`src/rtl/pc_ctrl.sv`:
```
// pc_ctrl: program-counter unit for the IF stage.
// Picks the next fetch address from the exception vector, a branch/jump redirect,
// a redirect buffered while IF was stalled, or the sequential increment.
// It also produces a one-cycle flush pulse for IF/ID and flags a misaligned PC.
module pc_ctrl #(
    parameter int                 WIDTH        = 32,
    parameter logic [WIDTH-1:0]   RESET_VECTOR = 32'h0000_3000,
    parameter logic [WIDTH-1:0]   EXC_VECTOR   = 32'h0000_4180,
    parameter int                 INST_BYTES   = 4
) (
    input  logic             clock,
    input  logic             reset,
    input  logic             nWrite,
    input  logic             redirect_valid,
    input  logic [WIDTH-1:0] redirect_target,
    input  logic             exc_valid,
    output logic [WIDTH-1:0] pc,
    output logic             pc_valid,
    output logic             redirect_pending,
    output logic             flush,
    output logic             misalign
);

    localparam int             ALIGN_BITS = $clog2(INST_BYTES);
    localparam logic [WIDTH-1:0] PC_STEP  = WIDTH'(INST_BYTES);

    logic [WIDTH-1:0] pc_q, pc_d;
    logic [WIDTH-1:0] target_q, target_d;
    logic             valid_q, valid_d;
    logic             pending_q, pending_d;
    logic             flush_q, flush_d;

    // Next-state selection in priority order: exception, live redirect, buffered redirect,
    // sequential step, then stall (which may capture a redirect into the one-entry buffer).
    // The first edge after reset only marks the PC valid and ignores all inputs.
    always_comb begin
        pc_d      = pc_q;
        target_d  = target_q;
        pending_d = pending_q;
        flush_d   = 1'b0;
        valid_d   = 1'b1;
        if (!valid_q) begin
            pc_d = pc_q;
        end else if (exc_valid) begin
            pc_d      = EXC_VECTOR;
            pending_d = 1'b0;
            target_d  = '0;
            flush_d   = 1'b1;
        end else if (!nWrite && redirect_valid) begin
            pc_d      = redirect_target;
            pending_d = 1'b0;
            target_d  = '0;
            flush_d   = 1'b1;
        end else if (!nWrite && pending_q) begin
            pc_d      = target_q;
            pending_d = 1'b0;
            target_d  = '0;
            flush_d   = 1'b1;
        end else if (!nWrite) begin
            pc_d = pc_q + PC_STEP;
        end else if (redirect_valid) begin
            target_d  = redirect_target;
            pending_d = 1'b1;
        end
    end

    // State registers; the active-low reset is asynchronous and overrides every edge.
    always_ff @(posedge clock or negedge reset) begin
        if (!reset) begin
            pc_q      <= RESET_VECTOR;
            target_q  <= '0;
            valid_q   <= 1'b0;
            pending_q <= 1'b0;
            flush_q   <= 1'b0;
        end else begin
            pc_q      <= pc_d;
            target_q  <= target_d;
            valid_q   <= valid_d;
            pending_q <= pending_d;
            flush_q   <= flush_d;
        end
    end

    assign pc               = pc_q;
    assign pc_valid         = valid_q;
    assign redirect_pending = pending_q;
    assign flush            = flush_q;

    // Misalignment is purely informational; with single-byte instructions it cannot occur.
    generate
        if (ALIGN_BITS == 0) begin : gNoAlign
            assign misalign = 1'b0;
        end else begin : gAlign
            assign misalign = |pc_q[ALIGN_BITS-1:0];
        end
    endgenerate

endmodule
```
`config.mk`:
```
export PLATFORM = sky130hd
export DESIGN_NAME = pc_ctrl
export DESIGN_NICKNAME = d
export VERILOG_FILES = /design/src/rtl/pc_ctrl.sv
export SDC_FILE = /design/constraint.sdc
export NUM_CORES = 1
export LEC_CHECK = 0
export ABC_CLOCK_PERIOD_IN_PS = 2600
export BUFFER_PORTS_ARGS = -buffer_cell sky130_fd_sc_hd__buf_2
export CAP_MARGIN = 20
export CORE_UTILIZATION = 42
export DETAILED_ROUTE_END_ITERATION = 10
export GPL_TIMING_DRIVEN = 0
export PLACE_DENSITY_LB_ADDON = 0.25
export SETUP_SLACK_MARGIN = 0.2
export SYNTH_ARGS = -nofsm -noshare
export SYNTH_HDL_FRONTEND = slang
export SYNTH_SLANG_ARGS = --single-unit
```
`constraint.sdc`:
```
create_clock -name clock -period 2.6 [get_ports clock]
set_input_delay 0.13 -clock clock [delete_from_list [all_inputs] [get_ports clock]]
set_output_delay 0.13 -clock clock [all_outputs]
set_load 0.005 [all_outputs]
```
### After elaboration in Yosys (flattened, before gate mapping)

Index checks and enable logic that the tools add are counted.

* reductions and logical operators: 8
* multiplexer cells: 18
* equal/unequal tests: 1
* add/sub/neg operators: 1

Operators with widths (number)
* 32-bit 2-to-1 mux: 9
* 32-bit by 3-bit adder with 32-bit output, second input constant: 1
* 1-bit 2-to-1 mux: 9
* 4-bit nonzero test: 2
* 4-bit by 1-bit != test with 1-bit output, second input constant: 1
* 3-bit AND reduction: 1
* 1-bit logical AND: 2
* 2-bit AND reduction: 1
* 2-bit OR reduction: 1
* 1-bit logical NOT: 1

* output and inout bits: 36
* logic and storage cells: 33
* bits of input ports: 37
* register bits: 67

### Depth between registers and ports, before layout

* depth after elaboration: 6
* gate-level depth with buffers: 7
* depth with buffers taken out: 6

### Worst setup path before layout

No wires, ideal clock.

* path type: register to register
* start: register pc_q[12], in the netlist pc[12]
* end: register pc_q[25], in the netlist pc[25]
* arrival time: 1.739 ns
* library setup time: 0.124 ns
* period minus slack after synthesis: 1.863 ns
* path slack: 0.737 ns
* data required time: 2.476 ns
* buffers on the path: 0
* cell stages (with the launch flop): 6
* cells stage by stage: dfstp_2 > nand3_1 > nor4_4 > nand4_1 > a21o_1 > a211o_1

* cells in the longest elaborated chain, start to end: 5

RTL lines
* from (decl): RTL line 27 `logic [WIDTH-1:0] pc_q, pc_d;`
* from (signal assigned): RTL line 76 `pc_q <= pc_d;`
* 32-bit by 3-bit adder with 32-bit output: RTL line 60 `pc_d = pc_q + PC_STEP;`
* 32-bit 2-to-1 mux: RTL line 59 `end else if (!nWrite) begin`
* 32-bit 2-to-1 mux: RTL line 54 `end else if (!nWrite && pending_q) begin`
* 32-bit 2-to-1 mux: RTL line 49 `end else if (!nWrite && redirect_valid) begin`
* 32-bit 2-to-1 mux: RTL line 44 `end else if (exc_valid) begin`

Every way passes these cells. The select of a mux whose other input is x is not followed.
A chain may end at the register's enable or synchronous reset.

### Worst setup path in the final report

* start: register valid_q, in the netlist pc_valid
* end: register pc_q[31], in the netlist pc[31]

* cells in the longest elaborated chain, start to end: 1

RTL lines
* from (decl): RTL line 29 `logic valid_q, valid_d;`
* from (signal assigned): RTL line 78 `valid_q <= valid_d;`
* 2-bit AND reduction (no line)

Every way passes these cells.

==> impl_metrics.ini <==
[logic_synthesis]
synth_cell_types = 61
async_flop_share_pct = 100
yosys_warnings = 0
synth_nets = 416
ys.flop_type = dfrtp_1
ys_seq_elements = 67
syn_avg_cell_area_sq_um = 9.72
synth_seq_area_share_pct = 45.7
synth_edf_count = 0
netlist_instances = 378
netlist_area_sq_um = 3680

[clocking]
clockBufferDepth = 2
cts.sinks = 67
cts_setup_buffers = 0
cts_root_buf = clkbuf_8
path_clk_slew_ns = 0.08
cts_tree = done
cts-htree-levels = 3
cts-buffers-inserted = 9
clkLatencyLatePin_ns = 0.35

[floorplanning]
dieHeight_microns = 95.6
num_rows = 33
initial_utilization_pct = 44.1
die_w_microns = 95.6
dieArea_sq_um = 9130
coreArea_sq_um = 8340
boundaryPins = 73

[final_layout]
areaGrowthSynthToFinish_pct = 18.9
final_cells = 570
num_antenna_cells = 0
layout.nets = 498
final_common_cell = buf_2
final_cell_mix = buf_2, dfrtp_1, a22o_1
layout-drive-gt1-share_pct = 25.2
n_fill_cell = 778

[route]
postRouteAntennaNets = 0
drt_iter0_drc = 362
vias = 3604
first_pass_iters = 6
wl_per_cell_microns = 20.2
wirelength_mm = 11.5
drc = 0
via_per_inst = 6.32

[power_and_ir_drop]
intPower_uw = 1720
powerDensity_nw_per_um2 = 556
sw_frac_of_total_pct = 29.0
power_frac_comb_pct = 14.6
worst_ir_drop_vdd_mv = 0.202
clkPwrFrac_pct = 36.3
power.share.sequential_pct = 49.1
leakagePower_uw = 0.00195
switching_power_uw = 705

[global_routing]
grt_pass1_vias = 3553
antenna_found_initial = 0
grt_pass1_wl_mm = 18.5
track_usage_pct = 27.1
grt-ovfl-total = 0
grt_start_max_net_pins = 68

[setup_path]
cp-end-kind = register
required_ns = 2.83
critical_path_class = reg2reg
crit_arrival_ns = 2.49
path_max_fanout = 10
critPathLaunchType = register

[sta]
fmax_mhz = 443
finalHoldViolCount = 0
setup_viol = 0
maxSlewHeadroom_pct = 21.9
fin_setup_tns_ns = 0
tightestPinTransition_ns = 1.16
period_needed_ns = 2.26
holdWs_ns = 0.00560
finalMaxSlewViolations = 0
rsz0062_at_grt = no
clock_skew_ns = 0.0100
timing.final.crit_share_pct = 86.9

[placement]
dp_hpwl_mm = 8.13
io_buffers = 70
routabilityCongestion = 0.864
dp_cells = 553

[min_path]
hold_path_class = in2reg

[outcome]
run_status = completed

[run]
cap_violations = 0
==> registers in the layout (all words and copies together) (netlist names) <==
register,cells
pc,32
target_q,32
flush,1
pc_valid,1
redirect_pending,1
==> layout make-up <==
cell class	count	area, sq um	share of cell area (%)
inverter	6	22.5	0.515
clock inverter	5	52.6	1.20
sequential	67	1680	38.4
clock buffer	11	141	3.24
multi-input combinational	279	1850	42.4
tap	105	131	3.01
timing repair buffer	71	363	8.30
buffer	26	125	2.86
==> stage by stage <==
stage	utilization (%)	worst slack (ns)	power, uW	instance area [sq um]
2_1_floorplan	-	0.737	1380	3680
3_3_place_gp	49.9	0.283	1550	4160
5_1_grt	52.4	0.261	2540	4370
3_5_place_dp	49.9	0.305	1560	4160
6_report	52.4	0.340	2430	4370
4_1_cts	52.3	0.363	2440	4360
==> logic make-up (layout without fill, tap and decap cells) <==
| group | after synthesis | after routing | share of synthesized area [%] |
|---|---|---|---|
| and+or+nand+nor | 121 | 121 | 18.2 |
| muxes | 1 | 1 | 0.272 |
| adders and majority gates | 1 | 1 | 0.340 |
| buffers and inverters | 32 | 119 | 4.02 |
| DFF | 67 | 67 | 45.7 |
| other | 1 | 1 | 0.102 |
| AOI/OAI and AO/OA | 144 | 144 | 28.7 |
| xor gates and xnor gates | 11 | 11 | 2.62 |
==> timing repair <==
action | in CTS | in global routing
hold endpoints to repair | 65 | 0
setup endpoints to repair | 0 | 1
hold buffers | 1 | 0
resized for setup | 0 | 1
==> layer usage <==
metal	track usage [%]	vias to the layer above	wire length [microns]
met5	0	-	0
li1	-	1630	-
met2	41.5	184	5210
met1	38.0	1762	5010
met4	8.33	0	262
met3	6.30	28	1030
==> synthesized netlist by cell type, types with 5 or more instances <==
library cell	n	area, sq um
dfrtp_1	65	1630
a22o_1	38	333
nor2_1	25	93.8
nand2_1	23	86.3
o21ai_0	23	115
a21oi_1	19	95.1
nand3_1	17	85.1
clkbuf_1	15	56.3
nand4_1	12	75.1
a22oi_1	8	60.1
nor3_1	8	40.0
buf_2	7	35.0
o221ai_1	6	52.6
xnor2_1	6	52.6
a21o_1	5	37.5
a31oi_1	5	31.3
inv_1	5	18.8
o211ai_1	5	37.5
xor2_1	5	43.8
==> critical path, cell delays in order, from the launching register on <==
cell	delay, ns
dfrtp_1	0.38
buf_2	0.21
a21boi_0	0.93
nand2_1	0.11
o311a_1	0.17
or3_1	0.34
==> final timing paths <==
kind,depth (start not counted),to,start,slack (ns)
worst max-delay path,5,pc[31],pc_valid,0.34
worst min-delay path,3,pc[9],redirect_target[9],0.006
worst max register to register,5,pc[31],pc_valid,0.34
worst min register to register,1,target_q[18],target_q[18],0.51
max in group asynchronous,2,target_q[31],reset,1.59
min in group asynchronous,2,target_q[6],reset,0.44
==> power by group through the flow <==
stage                     logic (uW)  registers (uW)  clock network (uW)
after global routing             391            1210                 943
after detailed placement         349            1210                   0
after floorplan                  187            1190                   0
after CTS                        353            1190                 898
after global placement           344            1210                   0
final                            354            1190                 882
Power figures use the tool's default switching activity.
